===== config.mk =====
export PLATFORM = sky130hd
export DESIGN_NAME = trb_in_demux
export DESIGN_NICKNAME = d
export VERILOG_FILES = /design/src/rtl/trb_pkg.sv /design/src/rtl/trb_rr_pick.sv /design/src/rtl/trb_in_demux.sv
export SDC_FILE = /design/constraint.sdc
export NUM_CORES = 1
export LEC_CHECK = 0
export BUFFER_PORTS_ARGS = -buffer_cell sky130_fd_sc_hd__buf_2
export CORE_UTILIZATION = 46
export CTS_CLUSTER_DIAMETER = 120
export CTS_CLUSTER_SIZE = 8
export DETAILED_ROUTE_END_ITERATION = 10
export PLACE_DENSITY_LB_ADDON = 0.2
export SKIP_CTS_REPAIR_TIMING = 1
export SKIP_LAST_GASP = 1
export SYNTH_ARGS = -nofsm -noshare
export SYNTH_HDL_FRONTEND = slang
export SYNTH_SLANG_ARGS = --single-unit
export TNS_END_PERCENT = 10

===== constraint.sdc =====
create_clock -name clk -period 1.6 [get_ports clk]
set_input_delay 0.08 -clock clk [delete_from_list [all_inputs] [get_ports clk]]
set_output_delay 0.08 -clock clk [all_outputs]
set_load 0.01 [all_outputs]

===== src/rtl/trb_pkg.sv =====
// Shared types and width helpers for the turbo input demux.
// Contents:
//   trb_state_e  - dispatcher state: IDLE (waiting for a frame start) or STREAM
//   min1_clog2   - ceil(log2(n)) clamped to at least 1, so single-lane or
//                  single-beat builds still get a legal vector width
package trb_pkg;

    typedef enum logic [0:0] {
        IDLE   = 1'b0,
        STREAM = 1'b1
    } trb_state_e;

    function automatic int min1_clog2(input int n);
        int w;
        w = (n <= 1) ? 1 : $clog2(n);
        return w;
    endfunction

endpackage


===== src/rtl/trb_rr_pick.sv =====
// Round-robin lane picker: scans ready_i starting at lane ptr_i, wrapping
// once around the lane set, and reports the first ready lane.
// Ports:
//   ready_i  in   NUM_TURBO  per-lane ready
//   ptr_i    in   LANE_W     lane to start the search from
//   sel_o    out  LANE_W     first ready lane at or after ptr_i (cyclic)
//   any_o    out  1          at least one lane is ready
module trb_rr_pick
    import trb_pkg::*;
#(
    parameter int NUM_TURBO = 2,
    parameter int LANE_W    = 1
) (
    input  logic [NUM_TURBO-1:0] ready_i,
    input  logic [LANE_W-1:0]    ptr_i,
    output logic [LANE_W-1:0]    sel_o,
    output logic                 any_o
);

    // One extra bit holds ptr + offset before the modulo fold.
    logic [LANE_W:0]   sum_s;
    logic [LANE_W-1:0] idx_s;

    // Cyclic first-set search; the first hit latches and later hits are ignored.
    always_comb begin
        sel_o = {LANE_W{1'b0}};
        any_o = 1'b0;
        sum_s = {(LANE_W+1){1'b0}};
        idx_s = {LANE_W{1'b0}};
        for (int k = 0; k < NUM_TURBO; k++) begin
            sum_s = {1'b0, ptr_i} + (LANE_W+1)'(k);
            idx_s = (sum_s >= (LANE_W+1)'(NUM_TURBO))
                  ? LANE_W'(sum_s - (LANE_W+1)'(NUM_TURBO))
                  : sum_s[LANE_W-1:0];
            if (!any_o && ready_i[idx_s]) begin
                sel_o = idx_s;
                any_o = 1'b1;
            end else begin
                sel_o = sel_o;
                any_o = any_o;
            end
        end
    end

endmodule


===== src/rtl/trb_in_demux.sv =====
// Frame-level demux: distributes whole FRAME_LEN-beat frames from one
// Avalon-ST input to NUM_TURBO decoder lanes in round-robin order, skipping
// lanes that are not ready when a frame starts. Lane sop/eop are rebuilt
// from the beat counter so each lane always sees exactly FRAME_LEN beats.
// Ports:
//   clk, rst_n     clock, synchronous active-low reset
//   st_data_in     in   DATA_W            input beat data
//   st_valid_in    in   1                 input beat valid
//   st_sop_in      in   1                 input start of frame
//   st_eop_in      in   1                 input end of frame
//   st_ready_out   out  1                 input beat accepted (ready latency 0)
//   st_data_out    out  NUM_TURBO*DATA_W  output data, same register on every lane
//   st_valid_out   out  NUM_TURBO         per-lane valid (one-hot or zero)
//   st_sop_out     out  NUM_TURBO         per-lane sop
//   st_eop_out     out  NUM_TURBO         per-lane eop
//   st_ready_in    in   NUM_TURBO         per-lane ready (ready latency 0)
//   busy           out  1                 a frame is being streamed
//   frame_cnt      out  16                frames dispatched (wraps)
//   err_no_sop     out  1                 pulse: beat dropped in IDLE without sop
//   err_sop        out  1                 pulse: sop seen mid-frame
//   err_len        out  1                 pulse: eop early, or missing on last beat
module trb_in_demux
    import trb_pkg::*;
#(
    parameter int NUM_TURBO = 2,
    parameter int DATA_W    = 8,
    parameter int FRAME_LEN = 128
) (
    input  logic                          clk,
    input  logic                          rst_n,
    input  logic [DATA_W-1:0]             st_data_in,
    input  logic                          st_valid_in,
    input  logic                          st_sop_in,
    input  logic                          st_eop_in,
    output logic                          st_ready_out,
    output logic [NUM_TURBO*DATA_W-1:0]   st_data_out,
    output logic [NUM_TURBO-1:0]          st_valid_out,
    output logic [NUM_TURBO-1:0]          st_sop_out,
    output logic [NUM_TURBO-1:0]          st_eop_out,
    input  logic [NUM_TURBO-1:0]          st_ready_in,
    output logic                          busy,
    output logic [15:0]                   frame_cnt,
    output logic                          err_no_sop,
    output logic                          err_sop,
    output logic                          err_len
);

    localparam int LANE_W = min1_clog2(NUM_TURBO);
    localparam int CNT_W  = min1_clog2(FRAME_LEN);
    localparam logic [CNT_W-1:0]  LAST_BEAT = CNT_W'(FRAME_LEN - 1);
    localparam logic [LANE_W-1:0] LAST_LANE = LANE_W'(NUM_TURBO - 1);

    trb_state_e           state_q,      state_d;
    logic [LANE_W-1:0]    rr_ptr_q,     rr_ptr_d;
    logic [LANE_W-1:0]    sel_q,        sel_d;
    logic [LANE_W-1:0]    out_lane_q,   out_lane_d;
    logic [CNT_W-1:0]     beat_cnt_q,   beat_cnt_d;
    logic [DATA_W-1:0]    data_q,       data_d;
    logic [NUM_TURBO-1:0] valid_q,      valid_d;
    logic [NUM_TURBO-1:0] sop_q,        sop_d;
    logic [NUM_TURBO-1:0] eop_q,        eop_d;
    logic [15:0]          frame_cnt_q,  frame_cnt_d;
    logic                 err_no_sop_q, err_no_sop_d;
    logic                 err_sop_q,    err_sop_d;
    logic                 err_len_q,    err_len_d;

    logic                 ov_s;
    logic                 can_load_s;
    logic                 ready_s;
    logic                 accept_s;
    logic                 first_beat_s;
    logic                 last_beat_s;
    logic [LANE_W-1:0]    pick_sel_s;
    logic                 pick_any_s;
    logic [NUM_TURBO-1:0] sel_onehot_s;

    trb_rr_pick #(
        .NUM_TURBO (NUM_TURBO),
        .LANE_W    (LANE_W)
    ) u_pick (
        .ready_i (st_ready_in),
        .ptr_i   (rr_ptr_q),
        .sel_o   (pick_sel_s),
        .any_o   (pick_any_s)
    );

    // The output register can take a new beat if it is empty or draining this cycle.
    assign ov_s         = |valid_q;
    assign can_load_s   = !ov_s || st_ready_in[out_lane_q];
    assign accept_s     = st_valid_in && ready_s;
    assign first_beat_s = (beat_cnt_q == {CNT_W{1'b0}});
    assign last_beat_s  = (beat_cnt_q == LAST_BEAT);

    // Input ready: stream with room in the output register, or drop stray beats in IDLE.
    always_comb begin
        ready_s = 1'b0;
        if (!rst_n) begin
            ready_s = 1'b0;
        end else begin
            case (state_q)
                IDLE:    ready_s = st_valid_in && !st_sop_in;
                STREAM:  ready_s = can_load_s;
                default: ready_s = 1'b0;
            endcase
        end
    end

    // One-hot decode of the lane owning the current frame.
    always_comb begin
        sel_onehot_s = {NUM_TURBO{1'b0}};
        for (int i = 0; i < NUM_TURBO; i++) begin
            sel_onehot_s[i] = (sel_q == LANE_W'(i));
        end
    end

    // Next-state logic for the FSM, beat counter and output register.
    always_comb begin
        state_d      = state_q;
        rr_ptr_d     = rr_ptr_q;
        sel_d        = sel_q;
        out_lane_d   = out_lane_q;
        beat_cnt_d   = beat_cnt_q;
        data_d       = data_q;
        valid_d      = valid_q;
        sop_d        = sop_q;
        eop_d        = eop_q;
        frame_cnt_d  = frame_cnt_q;
        err_no_sop_d = 1'b0;
        err_sop_d    = 1'b0;
        err_len_d    = 1'b0;

        // Drain first; a load in the same cycle below overrides it.
        if (ov_s && st_ready_in[out_lane_q]) begin
            valid_d = {NUM_TURBO{1'b0}};
            sop_d   = {NUM_TURBO{1'b0}};
            eop_d   = {NUM_TURBO{1'b0}};
        end else begin
            valid_d = valid_q;
        end

        case (state_q)
            IDLE: begin
                if (st_valid_in && !st_sop_in) begin
                    err_no_sop_d = 1'b1;
                end else if (st_valid_in && pick_any_s) begin
                    // Lane is fixed here for the whole frame; the sop beat
                    // itself is taken on the next cycle.
                    sel_d   = pick_sel_s;
                    state_d = STREAM;
                end else begin
                    state_d = IDLE;
                end
            end
            STREAM: begin
                if (accept_s) begin
                    data_d     = st_data_in;
                    valid_d    = sel_onehot_s;
                    sop_d      = first_beat_s ? sel_onehot_s : {NUM_TURBO{1'b0}};
                    eop_d      = last_beat_s  ? sel_onehot_s : {NUM_TURBO{1'b0}};
                    out_lane_d = sel_q;
                    err_sop_d  = st_sop_in && !first_beat_s;
                    err_len_d  = last_beat_s ? !st_eop_in : st_eop_in;
                    if (last_beat_s) begin
                        beat_cnt_d  = {CNT_W{1'b0}};
                        rr_ptr_d    = (sel_q == LAST_LANE) ? {LANE_W{1'b0}} : sel_q + LANE_W'(1);
                        frame_cnt_d = frame_cnt_q + 16'd1;
                        state_d     = IDLE;
                    end else begin
                        beat_cnt_d  = beat_cnt_q + CNT_W'(1);
                    end
                end else begin
                    state_d = STREAM;
                end
            end
            default: begin
                state_d = IDLE;
            end
        endcase
    end

    // State and output registers with synchronous reset.
    always_ff @(posedge clk) begin
        if (!rst_n) begin
            state_q      <= IDLE;
            rr_ptr_q     <= {LANE_W{1'b0}};
            sel_q        <= {LANE_W{1'b0}};
            out_lane_q   <= {LANE_W{1'b0}};
            beat_cnt_q   <= {CNT_W{1'b0}};
            data_q       <= {DATA_W{1'b0}};
            valid_q      <= {NUM_TURBO{1'b0}};
            sop_q        <= {NUM_TURBO{1'b0}};
            eop_q        <= {NUM_TURBO{1'b0}};
            frame_cnt_q  <= 16'd0;
            err_no_sop_q <= 1'b0;
            err_sop_q    <= 1'b0;
            err_len_q    <= 1'b0;
        end else begin
            state_q      <= state_d;
            rr_ptr_q     <= rr_ptr_d;
            sel_q        <= sel_d;
            out_lane_q   <= out_lane_d;
            beat_cnt_q   <= beat_cnt_d;
            data_q       <= data_d;
            valid_q      <= valid_d;
            sop_q        <= sop_d;
            eop_q        <= eop_d;
            frame_cnt_q  <= frame_cnt_d;
            err_no_sop_q <= err_no_sop_d;
            err_sop_q    <= err_sop_d;
            err_len_q    <= err_len_d;
        end
    end

    assign st_ready_out = ready_s;
    assign st_data_out  = {NUM_TURBO{data_q}};
    assign st_valid_out = valid_q;
    assign st_sop_out   = sop_q;
    assign st_eop_out   = eop_q;
    assign busy         = (state_q == STREAM);
    assign frame_cnt    = frame_cnt_q;
    assign err_no_sop   = err_no_sop_q;
    assign err_sop      = err_sop_q;
    assign err_len      = err_len_q;

endmodule

==> results.sh, run 1 <==
export IMPL_multi_input_area_um2=1080
export IMPL_io_pins=58
export IMPL_syn_avg_cell_area_um2=8.66
export IMPL_synthCells=239
export IMPL_highest_layer="met4"
export IMPL_drtIter0Drc=82
export IMPL_fin_util_pct=66.2
export IMPL_power_density_nw_per_um2=754
export IMPL_die_area_um2=4770
export IMPL_dp_cells=369
export IMPL_nets=353
export IMPL_grt_pass1_wl_um=8710
export IMPL_critPathKind="register to register"
export IMPL_relSlewSlack_pct=67.6
export IMPL_ys_seq_area_share_pct=42.6
export IMPL_drt_vias_per_instance=5.37
export IMPL_status="finished, violations left"
export IMPL_whs_ns=0.00721
export IMPL_slowest_stage="or4_1"
export IMPL_fmax_mhz=623
export IMPL_synthSimpleGateAreaFrac_pct=25.6
export IMPL_postRouteAntennaNets=0
export IMPL_place_port_buffers=57
export IMPL_p_leak_nw=1.27
export IMPL_rsz0062_at_grt="true"
export IMPL_post_route_period_util_pct=100
export IMPL_crit_required_ns=1.84
export IMPL_min_period_ns=1.61
export IMPL_drc=0
export IMPL_violations="negative setup slack"
export IMPL_worst_slew_pin_slew_ns=0.481
export IMPL_first_global_vias=1945
export IMPL_wl_um=5210
export IMPL_cts_clk_slew_worst_paths_ns=0.09
export IMPL_die_x_um=69.1
export IMPL_finalHoldViolCount=0
export IMPL_crit_start="beat_cnt_q[0]"
export IMPL_yosysUniqueCellTypes=43
export IMPL_cts_made_buffers=5
export IMPL_drv_slew=0
export IMPL_max_clock_path_buffers=2
export IMPL_h_tree_depth=2
export IMPL_synth_seq_cells=44
export IMPL_worstSetupEndpointType="register"
export IMPL_reg2reg_depth=5
export IMPL_endpoint="frame_cnt[5]"
export IMPL_r2r_start="beat_cnt_q[0]"
export IMPL_cts_tree="yes"
export IMPL_grt_start_max_net_pins=20
export IMPL_gp_congestion=0.833
export IMPL_firstDrtPassIters=5
export IMPL_max_cap_violations=0
export IMPL_grtUsageTotal_pct=22.5
export IMPL_crit_chain="ha_4 > and2_4 > o211ai_1 > or4_1 > a21oi_1"
export IMPL_arrival_ns=1.85
export IMPL_core_area_um2=4320
export IMPL_ys_warn_count=0
export IMPL_grt_ovfl_total=0
export IMPL_ff_latch_area_um2=890
export IMPL_finalClockSkew_ns=0.00947
export IMPL_synth_compound_area_share_pct=17.7
export IMPL_synth_xor_area_share_pct=2.12
export IMPL_wire_per_inst_um=13.4
export IMPL_grt_antenna_before_repair=0
export IMPL_reg2reg_to="frame_cnt[5]"
export IMPL_clk_latency_ns=0.31
export IMPL_netlist_area_um2=2070
export IMPL_synth_mux_area_share_pct=3.63
export IMPL_r2r_slack_ns=-0.006
export IMPL_critPathMaxStageDelay_ns=0.56
export IMPL_setup_violations=2
export IMPL_dr_wl_met2_um=2510
export IMPL_fin_cells=388
export IMPL_wl_met3_um=204
export IMPL_p_total_w=0.00216
export IMPL_synth_fa_ha_area_share_pct=1.81
export IMPL_synth_top_family_by_area="simple AND/OR/NAND/NOR gates"
export IMPL_cts_sinks=44
export IMPL_die_h_um=69.1
export IMPL_drive_above_1_share_pct=37.8
export IMPL_vias=2085
export IMPL_area_growth_pct=38.3
export IMPL_start_kind="register"
export IMPL_diodes=0
export IMPL_start_util_pct=47.9
export IMPL_hold_class="primary input to register"
export IMPL_met1_length_um=2410
export IMPL_dp_hpwl_um=3690
export IMPL_std_cell_rows=24
export IMPL_cp_max_fo=6
export IMPL_fillerInstances=390
export IMPL_irDropWorstVdd_v=0.000467
export IMPL_synthesis_nets=257
export IMPL_cts_root_buf="clkbuf_8"
export IMPL_layout_setup_ws_ns=-0.00634
## stage by stage
stage	worst slack (ns)	TNS, ns	cell area (µm²)
2_1_floorplan	0.00785	0	2080
6_report	-0.00634	-0.0111	2860
4_1_cts	-0.0604	-0.222	2730
3_3_place_gp	-0.00708	-0.0139	2620
5_1_grt	-0.0979	-0.893	2860
3_5_place_dp	-0.0370	-0.0710	2620
## where the power goes
part           switching, W  internal [W]
Clock              0.000407      0.000462
Sequential       0.00000936       0.00111
Combinational     0.0000916     0.0000781
Total              0.000508       0.00165
## state kept, by name, indices dropped and copies added, names as in the netlist
signal	count
err_sop	1
st_eop_out	2
st_valid_out	2
err_no_sop	1
data_q	8
err_len	1
sel_q	1
frame_cnt	16
out_lane_q	1
st_sop_out	2
busy	1
beat_cnt_q	7
rr_ptr_q	1
## cells in the final DEF (no fill, tap or decap), types with 3 or more instances in the layout
cell	count
a21oi_1	17
buf_4	39
nand2b_1	3
dlygate4sd3_1	9
nand2_1	43
o21ai_0	10
nor4_1	3
inv_1	8
o32ai_1	3
clkbuf_8	5
dfxtp_1	37
xor2_1	3
nor2_1	8
nand4_1	5
nand3_1	18
and3_1	3
o31ai_1	9
buf_2	57
mux2i_1	5
or4_1	9
dfxtp_2	7
## cell families after synthesis
kind of cell / count (synthesis)
flip-flops: 44
AND/OR/NAND/NOR: 104
XOR/XNOR: 5
adder cells (fa/ha/maj): 3
AO/OA/AOI/OAI: 51
multiplexers: 7
buffers and inverters: 25
## cell usage after synthesis
master	n	area (µm²)
nor2_2	1	6.26
or2_1	1	6.26
or4_1	9	67.6
nand3b_1	1	7.51
o32ai_1	3	26.3
o21ai_2	1	8.76
o2111ai_1	1	8.76
nor2_1	8	30.0
o21bai_1	1	7.51
and3_1	3	18.8
a21oi_1	17	85.1
ha_1	3	37.5
or2_2	1	6.26
and2_1	1	6.26
nand4_1	5	31.3
nor4_1	3	18.8
xor2_1	3	26.3
clkbuf_1	6	22.5
and4_1	2	17.5
xnor2_1	2	17.5
and3b_2	1	10.0
dfxtp_1	44	881
buf_6	1	11.3
nand2_1	43	161
o2111ai_4	2	52.6
or3_1	1	6.26
o21ai_0	10	50.1
or3_2	1	7.51
o22ai_1	1	6.26
and2_2	1	7.51
buf_4	9	67.6
mux2i_1	6	60.1
and4_4	1	11.3
nand3_1	18	90.1
a211oi_1	2	15.0
o31ai_1	9	67.6
a32oi_1	1	8.76
nand2b_1	3	18.8
mux2_4	1	15.0
inv_1	8	30.0
o211ai_1	2	15.0
a2111oi_2	1	15.0
buf_2	1	5.00
## critical path, delay by kind of cell (launching register included)
family | cells | cell delay (ns)
AOI/OAI and AO/OA | 2 | 0.33
adders and majority gates | 1 | 0.13
and+or+nand+nor | 2 | 0.72
DFF | 1 | 0.36
## area by class of cell
| class | count | area share (%) |
|---|---|---|
| multi-input combinational | 170 | 37.6 |
| sequential | 44 | 31.1 |
| timing repair buffer | 106 | 24.0 |
| clock buffer | 5 | 2.40 |
| tap | 52 | 2.27 |
| clock inverter | 3 | 1.49 |
| inverter | 8 | 1.05 |
## per-layer routing
layer / vias up / GRT usage, %
met5: - / 0
met4: 0 / 7.48
met3: 8 / 5.26
met2: 45 / 37.1
met1: 987 / 28.9
li1: 1045 / -
## worst min-delay path by stage
stage,startpoint,endpoint,slack (ns),cells after the start
finish,st_eop_in,err_len,0.007,3
global route,st_eop_in,err_len,0.009,3
global placement,st_data_in[2],data_q[2],0.26,3
detailed placement,st_data_in[4],data_q[4],0.27,3
floorplan,st_sop_in,err_no_sop,0.17,1
CTS,st_data_in[3],data_q[3],-0.05,3
No activity file was read; power rests on OpenSTA's default activity.
==> inputs of run 2 (changes only) <==
CORE_UTILIZATION = 35   (was 46)
==> results.sh, run 2 (synthesized netlist as in run 1, its figures left out) <==
export IMPL_status="finished, violations left"
export IMPL_violations="negative setup slack"
export IMPL_p_leak_nw=1.27
export IMPL_critPathMaxStageDelay_ns=0.39
export IMPL_p_total_w=0.00212
export IMPL_gp_congestion=0.817
export IMPL_area_growth_pct=40.3
export IMPL_worst_slew_pin_slew_ns=0.482
export IMPL_drv_slew=0
export IMPL_hold_class="primary input to register"
export IMPL_path_delay_family="compound AO/OA/AOI/OAI gates"
export IMPL_largest_reg_flops=16
export IMPL_cp_buffers_inverters=1
export IMPL_start_kind="register"
export IMPL_postRouteAntennaNets=0
export IMPL_crit_chain="mux2_4 > o211ai_1 > buf_4 > o21ai_0 > a21oi_1"
export IMPL_fin_cells=411
export IMPL_finalHoldViolCount=0
export IMPL_grtUsageTotal_pct=16.7
export IMPL_cts_tree="yes"
export IMPL_cts_clk_slew_worst_paths_ns=0.08
export IMPL_max_cap_violations=0
export IMPL_grt_start_max_net_pins=20
export IMPL_wl_um=5260
export IMPL_die_h_um=78.9
export IMPL_nets=356
export IMPL_worstSetupEndpointType="register"
export IMPL_mostFrequentLayoutCells="57 x buf_2, 43 x nand2_1, 42 x buf_4, 39 x dfxtp_1, 18 x nand3_1"
export IMPL_cts_root_buf="clkbuf_8"
export IMPL_layout_setup_ws_ns=-0.0284
export IMPL_clk_latency_ns=0.29
export IMPL_placed_area_um2=2650
export IMPL_r2r_start="out_lane_q"
export IMPL_max_clock_path_buffers=2
export IMPL_firstDrtPassIters=4
export IMPL_fmax_mhz=614
export IMPL_h_tree_depth=2
export IMPL_final_common_cell="buf_2"
export IMPL_crit_start="out_lane_q"
export IMPL_power_density_nw_per_um2=731
export IMPL_cp_max_fo=7
export IMPL_cts_made_buffers=5
export IMPL_post_route_period_util_pct=102
export IMPL_rsz0062_at_grt="true"
export IMPL_grt_ovfl_total=0
export IMPL_endpoint="beat_cnt_q[5]"
export IMPL_crit_required_ns=1.83
export IMPL_vias=2071
export IMPL_cts_sinks=44
export IMPL_min_period_ns=1.63
export IMPL_reg2reg_depth=5
export IMPL_start_util_pct=36.9
export IMPL_path_depth=5
export IMPL_grt_antenna_before_repair=0
export IMPL_dp_hpwl_um=3710
export IMPL_critPathKind="register to register"
export IMPL_arrival_ns=1.85
export IMPL_design_area_um2=2900
export IMPL_drt_vias_per_instance=5.04
export IMPL_io_pins=58
export IMPL_r2r_slack_ns=-0.03
export IMPL_first_global_vias=1751
export IMPL_drive_above_1_share_pct=38.1
export IMPL_dp_cells=391
export IMPL_reg2reg_to="beat_cnt_q[5]"
export IMPL_irDropWorstVdd_v=0.000579
export IMPL_wire_per_inst_um=12.8
export IMPL_slowest_stage="o211ai_1"
export IMPL_drtIter0Drc=82
export IMPL_die_x_um=78.9
export IMPL_finalClockSkew_ns=0.00340
export IMPL_whs_ns=0.0119
export IMPL_diodes=0
export IMPL_relSlewSlack_pct=67.5
export IMPL_die_area_um2=6220
export IMPL_core_area_um2=5610
export IMPL_drc=0
export IMPL_grt_pass1_wl_um=8140
export IMPL_setup_violations=2
export IMPL_std_cell_rows=27
export IMPL_place_port_buffers=57
run 2: cell count changes in the layout (fill, tap and decap cells not counted), sizes merged:
cell	change
clkinvlp	-1
clkbuf	+1
o2111ai	+1
buf	+3
dlygate4sd3	-1
run 2: worst reg2reg max path, stage by stage (launching register included):
cell and delay (ns):
dfxtp_2 0.34, mux2_4 0.35, o211ai_1 0.39, buf_4 0.20, o21ai_0 0.12, a21oi_1 0.16
run 2: final cells by class:
cell class	instances	area, µm²
multi-input cells	171	1090
fillers	560	2700
clock buffers	6	72.6
inverters	8	30.0
clock inverters	2	35.0
repair buffers	108	692
flip-flops and latches	44	890
well taps	72	90.1
run 2: where the power goes:
part           leakage [nW]  internal (W)  switching [W]
clock network        0.0552      0.000464       0.000373
logic                 0.858     0.0000775      0.0000913
registers             0.358       0.00111      0.0000111
total                  1.27       0.00165       0.000476
run 2: layer usage:
layer,GRT usage [%],vias to the layer above,share of wire [%]
li1,-,1057,-
met1,22.6,950,48
met2,26.2,55,45
met3,3.68,9,5.3
met4,6.00,0,1.3
met5,0,-,0
run 2: worst min-delay path by stage:
stage | cells past startpoint | end | from | slack, ns
after floorplan | 1 | err_no_sop | st_sop_in | 0.17
after global placement | 3 | data_q[3] | st_data_in[3] | 0.26
after detailed placement | 3 | data_q[4] | st_data_in[4] | 0.27
after CTS | 3 | data_q[4] | st_data_in[4] | -0.04
after global routing | 2 | err_no_sop | st_sop_in | 0.02
final | 2 | err_no_sop | st_sop_in | 0.01
run 2: per-stage QoR:
step	TNS, ns	utilization [%]	setup WS [ns]
finish	-0.0460	51.8	-0.0284
detailed placement	-0.108	47.2	-0.0407
CTS	-0.162	49.1	-0.0631
global route	-0.546	51.8	-0.0912
global placement	-0.0457	47.2	-0.0248
floorplan	0	-	0.00785
==> inputs of run 3 (changes only) <==
CORE_UTILIZATION = 23   (was 35)
TNS_END_PERCENT = not set   (was 10)
==> results.sh, run 3 (synthesized netlist as in run 1, its figures left out) <==
export IMPL_worst_slew_pin_slew_ns=0.500
export IMPL_max_clock_path_buffers=2
export IMPL_io_pins=58
export IMPL_finalHoldViolCount=0
export IMPL_status="finished, violations left"
export IMPL_met1_length_um=2780
export IMPL_die_h_um=96.9
export IMPL_grt_antenna_before_repair=0
export IMPL_diodes=0
export IMPL_drtIter0Drc=79
export IMPL_drc=0
export IMPL_max_cap_violations=0
export IMPL_drv_slew=0
export IMPL_grt_pass1_wl_um=9270
export IMPL_placed_area_um2=2730
export IMPL_largest_reg_flops=16
export IMPL_drive_above_1_share_pct=39.2
export IMPL_wire_per_inst_um=13.2
export IMPL_p_total_w=0.00202
export IMPL_design_area_um2=3020
export IMPL_finalClockSkew_ns=0.00304
export IMPL_nets=359
export IMPL_die_area_um2=9380
export IMPL_first_global_vias=1895
export IMPL_core_area_um2=8720
export IMPL_wl_met3_um=151
export IMPL_grt_ovfl_total=0
export IMPL_min_path_cells=3
export IMPL_area_growth_pct=45.8
export IMPL_rsz0062_at_grt="true"
export IMPL_wl_um=5950
export IMPL_die_x_um=96.9
export IMPL_post_route_period_util_pct=102
export IMPL_drt_vias_per_instance=4.65
export IMPL_relSlewSlack_pct=66.3
export IMPL_cts_made_buffers=5
export IMPL_pre_cts_slack_ns=-0.115
export IMPL_vias=2094
export IMPL_final_common_cell="buf_2"
export IMPL_highest_layer="met4"
export IMPL_start_util_pct=23.7
export IMPL_grt_start_max_net_pins=20
export IMPL_hold_class="primary input to register"
export IMPL_worstSetupEndpointType="register"
export IMPL_firstDrtPassIters=4
export IMPL_cts_tree="yes"
export IMPL_postRouteAntennaNets=0
export IMPL_std_cell_rows=34
export IMPL_min_period_ns=1.63
export IMPL_fmax_mhz=612
export IMPL_dr_wl_met2_um=2940
export IMPL_grtUsageTotal_pct=12.2
export IMPL_cts_sinks=44
export IMPL_h_tree_depth=2
export IMPL_layout_setup_ws_ns=-0.0328
export IMPL_crit_required_ns=1.83
export IMPL_p_leak_nw=1.28
export IMPL_place_port_buffers=57
export IMPL_setup_violations=2
export IMPL_reg2reg_depth=6
export IMPL_finalSetupTns_ns=-0.0344
export IMPL_cp_max_fo=5
export IMPL_violations="negative setup slack"
export IMPL_arrival_ns=1.87
export IMPL_irDropWorstVdd_v=0.000261
export IMPL_mostFrequentLayoutCells="57 x buf_2, 43 x nand2_1, 42 x buf_4, 40 x dfxtp_1, 18 x nand3_1"
export IMPL_clk_latency_ns=0.30
export IMPL_cts_clk_slew_worst_paths_ns=0.08
export IMPL_power_density_nw_per_um2=671
export IMPL_dp_hpwl_um=4260
export IMPL_cts_root_buf="clkbuf_8"
export IMPL_critPathKind="register to register"
export IMPL_start_kind="register"
export IMPL_gp_congestion=0.707
export IMPL_fin_util_pct=34.6
## run 3: worst max-delay path, cell delays in order, from the launching register on
cell and delay, ns:
dfxtp_4 0.37, ha_4 0.13, and2_4 0.19, o211ai_1 0.14, buf_4 0.17, or4_1 0.46
a21oi_1 0.12
## run 3: worst paths after layout
check / start / endpoint / slack [ns]
worst max-delay path: beat_cnt_q[1] / frame_cnt[5] / -0.03
worst min-delay path: st_eop_in / err_len / 0.02
worst max register to register: beat_cnt_q[1] / frame_cnt[5] / -0.03
worst min register to register: st_sop_out[1] / st_sop_out[1] / 0.46
## run 3: power breakdown
part	switching (W)	internal, W
Clock	0.000372	0.000353
Sequential	0.0000104	0.00111
Combinational	0.0000985	0.0000836
## run 3: metrics by stage
| step | hold WS, ns | cells |
|---|---|---|
| after global routing | 0.0162 | 450 |
| after floorplan | 0.165 | 239 |
| after detailed placement | 0.267 | 430 |
| final | 0.0224 | 450 |
| after CTS | -0.0473 | 438 |
| after global placement | 0.265 | 430 |
## run 3: cell type report
class                   count  area, µm²
clock buffers               8       90.1
fillers                   916       5700
inverters                   8       30.0
multi-input cells         171       1140
flip-flops and latches     44        888
well taps                 108        135
repair buffers            111        734
## run 3: metal layers
metal / GRT usage (%) / vias to the layer above
met3: 2.31 / 6
li1: - / 1067
met1: 16.0 / 991
met4: 4.71 / 0
met2: 19.5 / 30
met5: 0 / -
